[config.mk]
export PLATFORM = sky130hd
export DESIGN_NAME = trace_delay_pipe
export DESIGN_NICKNAME = d
export VERILOG_FILES = /design/src/rtl/proc_trace_checker_delay_pipe.sv
export SDC_FILE = /design/constraint.sdc
export NUM_CORES = 1
export LEC_CHECK = 0
export ABC_AREA = 1
export BUFFER_PORTS_ARGS = -buffer_cell sky130_fd_sc_hd__buf_2
export CELL_PAD_IN_SITES_DETAIL_PLACEMENT = 0
export CELL_PAD_IN_SITES_GLOBAL_PLACEMENT = 2
export CORE_ASPECT_RATIO = 1.1
export CORE_MARGIN = 2
export CORE_UTILIZATION = 30
export DETAILED_ROUTE_END_ITERATION = 7
export PLACE_DENSITY = 0.67
export SYNTH_ARGS = -nofsm -noshare
export SYNTH_HDL_FRONTEND = slang
export SYNTH_SLANG_ARGS = --single-unit
[constraint.sdc]
create_clock -name clk -period 0.8 [get_ports clk]
set_input_delay 0.16 -clock clk [delete_from_list [all_inputs] [get_ports clk]]
set_output_delay 0.16 -clock clk [all_outputs]
set_load 0.02 [all_outputs]
[src/rtl/proc_trace_checker_delay_pipe.sv]
// Fixed-depth shift register carrying {valid, addr, inst} from the fetch
// stage down to the writeback stage. Only the valid bits are cleared; the
// payload is don't-care whenever its valid bit is low.
module trace_delay_pipe #(
   parameter int STAGES = 4
) (
   input  logic        clk,
   input  logic        rst,
   input  logic        clr,
   input  logic        in_valid,
   input  logic [31:0] in_addr,
   input  logic [31:0] in_inst,
   output logic        out_valid,
   output logic [31:0] out_addr,
   output logic [31:0] out_inst
);

   logic [STAGES-1:0] vld_q;
   logic [31:0]       addr_q [STAGES];
   logic [31:0]       inst_q [STAGES];

   // Valid bits shift every cycle; reset or clear empties the pipe.
   always_ff @(posedge clk) begin
      if (rst || clr) begin
         vld_q <= '0;
      end else begin
         vld_q[0] <= in_valid;
         for (int i = 1; i < STAGES; i++) vld_q[i] <= vld_q[i-1];
      end
   end

   // Payload shifts alongside the valid bits.
   always_ff @(posedge clk) begin
      addr_q[0] <= in_addr;
      inst_q[0] <= in_inst;
      for (int i = 1; i < STAGES; i++) begin
         addr_q[i] <= addr_q[i-1];
         inst_q[i] <= inst_q[i-1];
      end
   end

   assign out_valid = vld_q[STAGES-1];
   assign out_addr  = addr_q[STAGES-1];
   assign out_inst  = inst_q[STAGES-1];

endmodule

==> results.md <==
- Status: finished, violations left
- Failing checks: setup timing
- PD cells: 3213 nW/um^2
- Switching share of power: 19.16%
- Die X-Extent: 130.1 um
- Setup Skew: 9.056 ps
- Seq/Total Area, Yosys: 99.17%
- Post-Place Cells: 637
- Reg power frac: 52.8%
- Vias per inst: 3.390
- Crit path DAT: 960 ps
- CTS clk-pin slew, worst paths: 60 ps
- Final hold viol count: 0
- Worst-Skew Late Latency: 500 ps
- Final #Nets: 564
- Worst Path Required: 640 ps
- Area of the mapped netlist: 5249 um^2
- Total CTS buffers: 24
- TritonCTS clock tree: built
- Starting Density: 30.73%
- GRT Total Usage: 8.366%
- RSZ-0062 raised after global routing: yes
- Leakage: 3.544 nW
- Crit path launch type: flop
- Top cell type's share of synthesized area: 99.17%
- Fin area: 8172 um^2
- Clock power share: 43.3%
- Max cap viols: 0
- Final Max Slew Viols: 0
- Synth area leaders: dfxtp_1 (99%), inv_1 (0.43%), nor2_1 (0.29%)
- Via count: 2529
- Critical Path Fanout Max: 1
- Relative slew margins: 90.59%
- Slew @ Worst Pin: 141.2 ps
- DIE AREA: 18570 um^2
- FILL cells: 1438
- Largest net degree at the start of global routing: 16
- Iter 0 DRT Violations: 36
- Buffers on Ports: 132
- Routed wire per std cell: 10.51 um
- Htree depth: 1
- Chip Height: 142.7 um
- Final WS setup: -323.6 ps
- Most common cell in the synthesized netlist: dfxtp_1
- 1st-pass router iterations: 2
- Placement Setup Slack: 107.1 ps
- Area Growth Syn to Fin: 55.69%
- Synth Area per Inst: 19.37 um^2
- Global route overflow: 0
- Finished Layout Cells: 746
- Placement Rows: 50
- Root Buffer: clkbuf_16
- DRT antenna net count: 0
- Net Sw Power: 5.029 mW
- Buffers & Inverters on Critical Path: 1
- DP Area: 6202 um^2
- Synth Flop Type: dfxtp_1
- Total power: 26.25 mW
- FMAX: 890.0 MHz
- GP Congestion: 0.6354
- Detailed-placement wirelength estimate: 4506 um
- Slowest library cell on the worst path: dfxtp_2
- #FFs+latches synth: 260
- Kind of critical path: flop to primary output
- Max stage delay on crit path: 340 ps
- Clock buffer depth: 3
- Setup violators final: 65
- Syn_nets: 339
- # clock sinks: 260
- Ports: 133
- Hold Crit Class: input pin to flop
- Share of flip-flops with an asynchronous set or reset: 0%
- Power Internal: 21.23 mW
- Synth area leader: dfxtp_1
- Worst-path cell chain: buf_6
- Final Critical Period: 1124 ps
- Period utilization: 140.4%
- Vias in the first global route: 2641
- DRC viols: 0
- Core ar.: 17080 um^2
- Cell variety after synth: 4
- Share of cells above drive strength 1: 46.08%
- Critical path's top delay family: flip-flops
- First-pass GRT wire length: 12120 um
- Routed wire length: 7841 um
- Initial antenna violation count: 3
- Commonest cells in the netlist: dfxtp_1 (260), inv_1 (6), nor2_1 (4)
- Crit end category: primary output
- Logic gate share of total power: 3.9%
- Yosys warnings: 0
- Number of synthesized flops with an enable pin: 0
- Cell count after synthesis: 271
- Maximum vdd drop: 1716 uV
==> worst paths after layout <==
check,start,to,slack (ps),depth (start not counted)
worst max-delay path,vld_q[3]$_SDFF_PP0_,out_valid,-320,1
worst min-delay path,in_addr[29],addr_q[0][29]$_DFF_P_,290,2
worst max register to register,vld_q[2]$_SDFF_PP0_,vld_q[3]$_SDFF_PP0_,290,2
worst min register to register,inst_q[1][2]$_DFF_P_,inst_q[2][2]$_DFF_P_,320,0
==> stage by stage <==
| step | util (%) | TNS, ps | hold slack [ps] |
|---|---|---|---|
| 2_1_floorplan | - | 0 | 187.7 |
| 3_3_place_gp | 36.32 | 0 | 264.2 |
| 3_5_place_dp | 36.32 | 0 | 263.6 |
| 4_1_cts | 47.80 | -20930 | 263.3 |
| 5_1_grt | 47.85 | -21480 | 266.4 |
| 6_report | 47.85 | -19170 | 286.6 |
==> layer usage <==
metal	GRT usage (%)	up-vias	part of all wire, %
li1	-	1277	-
met1	9.117	1118	41
met2	13.83	102	47
met3	3.222	30	8.4
met4	4.810	2	3.9
met5	0	-	0.20
==> sequential cells by signal, summed over array words and instances, names as in the netlist <==
| register | count |
|---|---|
| addr_q | 128 |
| inst_q | 128 |
| vld_q | 4 |
==> logic make-up (layout without fill, tap and decap cells) <==
family        Yosys count  after routing  share of synthesized area (%)
buf+inv                 6            245                         0.4291
simple gates            5              5                         0.4052
flops                 260            260                          99.17
other cells             0              2                              0
==> cell usage in the layout (no fill, tap or decap), types with 4 or more instances in the layout <==
master	netlist	routed
dfxtp_2	0	65
buf_6	0	65
dfxtp_1	260	195
clkbuf_16	0	25
dlygate4sd3_1	0	67
inv_1	6	6
buf_2	0	67
nor2_1	4	4
==> power groups by stage <==
stage / combinational (mW) / sequential (mW) / clock (mW)
after detailed placement: 0.561 / 14.1 / 0
after floorplan: 0.00894 / 14.3 / 0
after CTS: 1.01 / 13.9 / 11.7
after global placement: 0.560 / 14.1 / 0
final: 1.01 / 13.9 / 11.4
after global routing: 1.08 / 13.9 / 12.3
==> area by class of cell <==
type	instances	area, um^2	area share, %
Sequential cell	260	5286	64.69
Inverter	6	22.52	0.2756
Timing Repair Buffer	199	1738	21.27
Clock inverter	9	127.6	1.562
Tap cell	234	292.8	3.583
Clock buffer	31	678.2	8.299
Antenna cell	2	5.005	0.06125
Multi-Input combinational cell	5	21.27	0.2603
==> what timing repair did <==
action,4_1_cts,5_1_grt
pin swaps,0,0
setup endpoints to repair,65,65
gates resized for setup,193,2
hold buffers,67,0
buffers inserted,0,0
hold endpoints to repair,68,0
(Power assumes the default switching activity.)
